File: src/rtl/rf_wb_arbiter.sv
// Register-file write-port arbiter: pipeline writeback always wins; auxiliary
// writes are buffered in a small FIFO. When the FIFO is empty and the port is
// free, an auxiliary write cuts through directly. Also reports which registers
// have buffered writes pending, and requests a pipeline stall when the FIFO
// head waits too long.
module rf_wb_arbiter #(
  parameter int DEPTH        = 2,
  parameter int STARVE_LIMIT = 4
) (
  input  logic                     clk,
  input  logic                     reset,
  input  logic                     wb_valid,
  input  logic [4:0]               wb_wr,
  input  logic [31:0]              wb_wd,
  input  logic                     aux_valid,
  output logic                     aux_ready,
  input  logic [4:0]               aux_wr,
  input  logic [31:0]              aux_wd,
  output logic                     rf_write,
  output logic [4:0]               rf_wr,
  output logic [31:0]              rf_wd,
  input  logic [4:0]               q1,
  input  logic [4:0]               q2,
  output logic                     busy1,
  output logic                     busy2,
  output logic                     stall_req,
  output logic [$clog2(DEPTH):0]   fifo_count
);

  localparam int AW = $clog2(DEPTH);
  localparam int CW = AW + 1;

  logic [4:0]    r_wr_mem [DEPTH];
  logic [31:0]   r_wd_mem [DEPTH];
  logic [DEPTH-1:0] r_vld;
  logic [AW-1:0] r_head;
  logic [AW-1:0] r_tail;
  logic [CW-1:0] r_count;
  logic [3:0]    r_starve;
  logic          r_stall;

  logic          w_empty;
  logic          w_accept;
  logic          w_wb_write;
  logic          w_pop;
  logic          w_cut;
  logic          w_push;
  logic [3:0]    w_starve_nxt;

  assign w_empty    = (r_count == '0);
  assign aux_ready  = ~reset & (r_count < CW'(DEPTH));
  assign w_accept   = aux_valid & aux_ready;
  assign w_wb_write = wb_valid & (wb_wr != 5'd0);
  assign w_pop      = ~reset & ~w_wb_write & ~w_empty;
  assign w_cut      = ~reset & ~w_wb_write & w_empty & w_accept & (aux_wr != 5'd0);
  // Writes to r0 are acknowledged but dropped.
  assign w_push     = w_accept & (aux_wr != 5'd0) & ~w_cut;

  assign fifo_count = r_count;
  assign stall_req  = r_stall;

  // Write-port mux: WB, then FIFO head, then cut-through, else idle.
  always_comb begin
    rf_write = 1'b0;
    rf_wr    = 5'd0;
    rf_wd    = 32'd0;
    if (!reset) begin
      if (w_wb_write) begin
        rf_write = 1'b1;
        rf_wr    = wb_wr;
        rf_wd    = wb_wd;
      end else if (!w_empty) begin
        rf_write = 1'b1;
        rf_wr    = r_wr_mem[r_head];
        rf_wd    = r_wd_mem[r_head];
      end else if (w_cut) begin
        rf_write = 1'b1;
        rf_wr    = aux_wr;
        rf_wd    = aux_wd;
      end
    end
  end

  // Pending-write lookup over buffered entries only.
  always_comb begin
    busy1 = 1'b0;
    busy2 = 1'b0;
    for (int i = 0; i < DEPTH; i++) begin
      if (r_vld[i] && (r_wr_mem[i] == q1)) busy1 = 1'b1;
      if (r_vld[i] && (r_wr_mem[i] == q2)) busy2 = 1'b1;
    end
    if (q1 == 5'd0) busy1 = 1'b0;
    if (q2 == 5'd0) busy2 = 1'b0;
  end

  // Saturating head-wait counter for the next cycle.
  always_comb begin
    w_starve_nxt = 4'd0;
    if (!w_empty && !w_pop) begin
      w_starve_nxt = (r_starve == 4'd15) ? 4'd15 : r_starve + 4'd1;
    end
  end

  // FIFO storage; contents need no reset since r_vld/r_count gate their use.
  always_ff @(posedge clk) begin
    if (w_push) begin
      r_wr_mem[r_tail] <= aux_wr;
      r_wd_mem[r_tail] <= aux_wd;
    end
  end

  // FIFO pointers, occupancy and per-entry valid bits.
  always_ff @(posedge clk) begin
    if (reset) begin
      r_head  <= '0;
      r_tail  <= '0;
      r_count <= '0;
      r_vld   <= '0;
    end else begin
      if (w_push) begin
        r_tail        <= r_tail + AW'(1);
        r_vld[r_tail] <= 1'b1;
      end
      if (w_pop) begin
        r_head        <= r_head + AW'(1);
        r_vld[r_head] <= 1'b0;
      end
      r_count <= r_count + CW'(w_push) - CW'(w_pop);
    end
  end

  // Starvation counter and registered stall request.
  always_ff @(posedge clk) begin
    if (reset) begin
      r_starve <= 4'd0;
      r_stall  <= 1'b0;
    end else begin
      r_starve <= w_starve_nxt;
      if (w_pop) begin
        r_stall <= 1'b0;
      end else if (w_starve_nxt >= 4'(STARVE_LIMIT)) begin
        r_stall <= 1'b1;
      end
    end
  end

endmodule

File: config.mk
export PLATFORM = sky130hd
export DESIGN_NAME = rf_wb_arbiter
export DESIGN_NICKNAME = d
export VERILOG_FILES = /design/src/rtl/rf_wb_arbiter.sv
export SDC_FILE = /design/constraint.sdc
export NUM_CORES = 1
export LEC_CHECK = 0
export CORE_ASPECT_RATIO = 1.75
export CORE_MARGIN = 2
export CORE_UTILIZATION = 42
export CTS_CLUSTER_DIAMETER = 80
export DETAILED_ROUTE_END_ITERATION = 8
export PLACE_DENSITY = 0.85
export SYNTH_ARGS = -nofsm -noshare
export SYNTH_HDL_FRONTEND = slang
export SYNTH_SLANG_ARGS = --single-unit
File: constraint.sdc
create_clock -name clk -period 4.1 [get_ports clk]
set_clock_uncertainty 0.1 [all_clocks]
set_input_delay 1.23 -clock clk [delete_from_list [all_inputs] [get_ports clk]]
set_output_delay 1.23 -clock clk [all_outputs]
set_load 0.01 [all_outputs]
==> out/results.ini <==
[clocking]
cts_hold_buf = 0
clkSinkCount = 86
htree_levels = 3
clkTransAtPathRegs_ns = 0.06
root_buffer = clkbuf_16
cts_tree = yes
clk_path_buf_depth = 2
clk_latency_ns = 0.33
numCtsBuffers = 9

[outcome]
status = complete, but fails checks
violations = negative setup slack

[floorplan]
ioPinCount = 132
coreArea_um2 = 9910
core.rowCount = 48
die_w_um = 80.2
initial_utilization_pct = 43.1
dieHeight_um = 137
dieArea_um2 = 11000

[drt]
drt-initial-drc-count = 235
wl_per_cell_um = 22.2
wirelength_um = 14200
drc_errors = 0
antenna_left = 0
via_per_inst = 5.95
vias = 3813
drtPass1Iterations = 4

[sta]
fin_hold_ws_ns = 0.394
hold_viol = 0
setup_viol = 36
rsz0062_at_grt = true
fin_setup_tns_ns = -2.57
worst_pin_slew_ns = 1.16
period_needed_ns = 4.23
finalCritPeriodShare_pct = 103
slew_violations = 0
setup_ws_ns = -0.133
fmax_mhz = 236
relSlewSlack_pct = 22.8

[power_and_ir_drop]
p_total_w = 0.00268
power_leakage_nw = 2.44
peakVddDrop_uv = 281
powerDensity_nw_per_um2 = 387

[setup_path]
slowest_delay_ns = 0.55
crit_path_top_delay_cell = or4_4
rr_worst_depth = 3
cp-start-kind = input port
path_cells = buf_6 -> or4_4 -> buf_6 -> o21ai_4 -> buf_12 -> buf_12 -> nor2_4 -> nor3_2 -> buf_2
critical_path_peak_fanout = 8
r2r_end = r_wd_mem[1][25]
path_class = input port to output pin
path_delay_family = simple AND/OR/NAND/NOR gates
r2r_start = fifo_count[1]
critical_path_required_ns = 2.77
cp.buffers_inverters = 5
regToRegSetupSlack_ns = 1.45
worst_setup_path_end_kind = output pin
cp.arrival_ns = 2.90

[placement]
dpl.cell_count = 610
io_buffers = 131
place_area_um2 = 5890
gp_congestion = 0.815
hpwl_um = 8390

[synthesis]
synth_top_area_share_pct = 52.0
yosysTopAreaCell = edfxtp_1
ys_seq_elements = 86
yosysWarnings = 0
synth_top_cells_by_area = edfxtp_1, mux2_2, a221oi_1, dfxtp_1, nor3_1
synthFlopType = edfxtp_1
syn_area_um2 = 4270
syn_nets = 441
synth-edff-count = 74
yosysSeqAreaShare_pct = 57.6
avgSynthCellArea_um2 = 12.2
synth_cell_types = 40
async_flop_share_pct = 0
synthCells = 350

[min_path]
hp-start = r_tail
hold_depth = 1
hp-class = register to register
min_to = r_tail

[cells_and_area]
drive_above_1_share_pct = 43.2
postLayoutCellArea_um2 = 6930
area_delta_synth_final_pct = 62.3
finalNonFillerCells = 641
final_common_cell = clkdlybuf4s50_1
final_cell_mix = clkdlybuf4s50_1, edfxtp_1, buf_2
fin_nets = 602
antenna_cells = 0

[global_route]
grt_pass1_vias = 4060
grt_usage_pct = 25.9
antenna_found_initial = 0
grt_max_degree = 51
overflow = 0
grt_pass1_wl_um = 21100

[job]
maxCapViolations = 0

worst max path at each step:
| stage | depth (start not counted) | start | to | slack, ns |
|---|---|---|---|---|
| final | 9 | wb_wr[0] | rf_wd[12] | -0.13 |
| after global routing | 7 | aux_wr[1] | rf_wd[12] | -0.17 |
| after CTS | 8 | aux_wr[3] | rf_wd[27] | -0.17 |
| after detailed placement | 7 | aux_wr[1] | rf_wd[19] | -0.98 |
| after global placement | 7 | aux_wr[1] | rf_wd[16] | -0.93 |
| after floorplan | 4 | wb_wr[4] | r_wd_mem[1][0] | 0.10 |
per-layer routing:
| layer | vias up | track usage, % | wire length [µm] |
|---|---|---|---|
| met3 | 62 | 4.19 | 644 |
| met5 | - | 0 | 0 |
| met2 | 178 | 48.4 | 7920 |
| li1 | 1698 | - | - |
| met4 | 0 | 14.9 | 712 |
| met1 | 1875 | 26.5 | 4930 |
Yosys cell counts, drive strengths merged, types with 3 or more instances:
cell / instances
edfxtp: 74
nor2: 45
nor3: 38
a221oi: 36
mux2: 35
xor2: 17
clkbuf: 14
dfxtp: 12
buf: 10
a21oi: 8
inv: 8
nand3: 5
xnor2: 5
nand2: 4
nor4: 4
o21ai: 4
or4: 4
a211oi: 3
ha: 3
mux2i: 3
cell families (layout without fill, tap and decap cells):
group	after synthesis	count (layout)	share of synthesized area, %
AOI/OAI and AO/OA	62	62	11.6
xor gates and xnor gates	22	22	4.51
and+or+nand+nor	107	107	12.2
DFF	86	86	57.6
buffers and inverters	32	198	3.34
muxes	38	38	9.93
adders and majority gates	3	3	0.879
sequential cells by signal, indices dropped and copies added, names as in the netlist, named ones only:
| name | flops |
|---|---|
| fifo_count | 2 |
| stall_req | 1 |
| r_wr_mem | 10 |
| r_wd_mem | 64 |
| r_head | 1 |
| r_starve | 4 |
| r_vld | 2 |
| r_tail | 1 |
repair_timing:
| action | CTS | global route |
|---|---|---|
| pin swaps | 39 | 33 |
| gates resized for setup | 281 | 52 |
| endpoints found under the setup margin | 40 | 75 |
| cloned | 5 | 0 |
| buffers inserted | 13 | 5 |
per-stage QoR:
stage	worst slack (ns)	utilization [%]
2_1_floorplan	0.104	-
3_3_place_gp	-0.934	59.4
3_5_place_dp	-0.985	59.4
4_1_cts	-0.174	68.0
5_1_grt	-0.171	70.0
6_report	-0.133	70.0
final cells by class:
| cell class | count | area [µm²] |
|---|---|---|
| Fill cell | 666 | 2980 |
| Sequential cell | 86 | 2460 |
| Multi-Input combinational cell | 232 | 2380 |
| Timing Repair Buffer | 174 | 1620 |
| Clock buffer | 15 | 258 |
| Tap cell | 125 | 156 |
| Clock inverter | 1 | 30.0 |
| Inverter | 8 | 30.0 |
where the power goes:
group,internal (W),total [W],switching (W)
Clock,0.000490,0.000799,0.000308
Sequential,0.00101,0.00105,0.0000442
Combinational,0.000394,0.000830,0.000436
Total,0.00189,0.00268,0.000789
No activity file was read; power rests on OpenSTA's default activity.
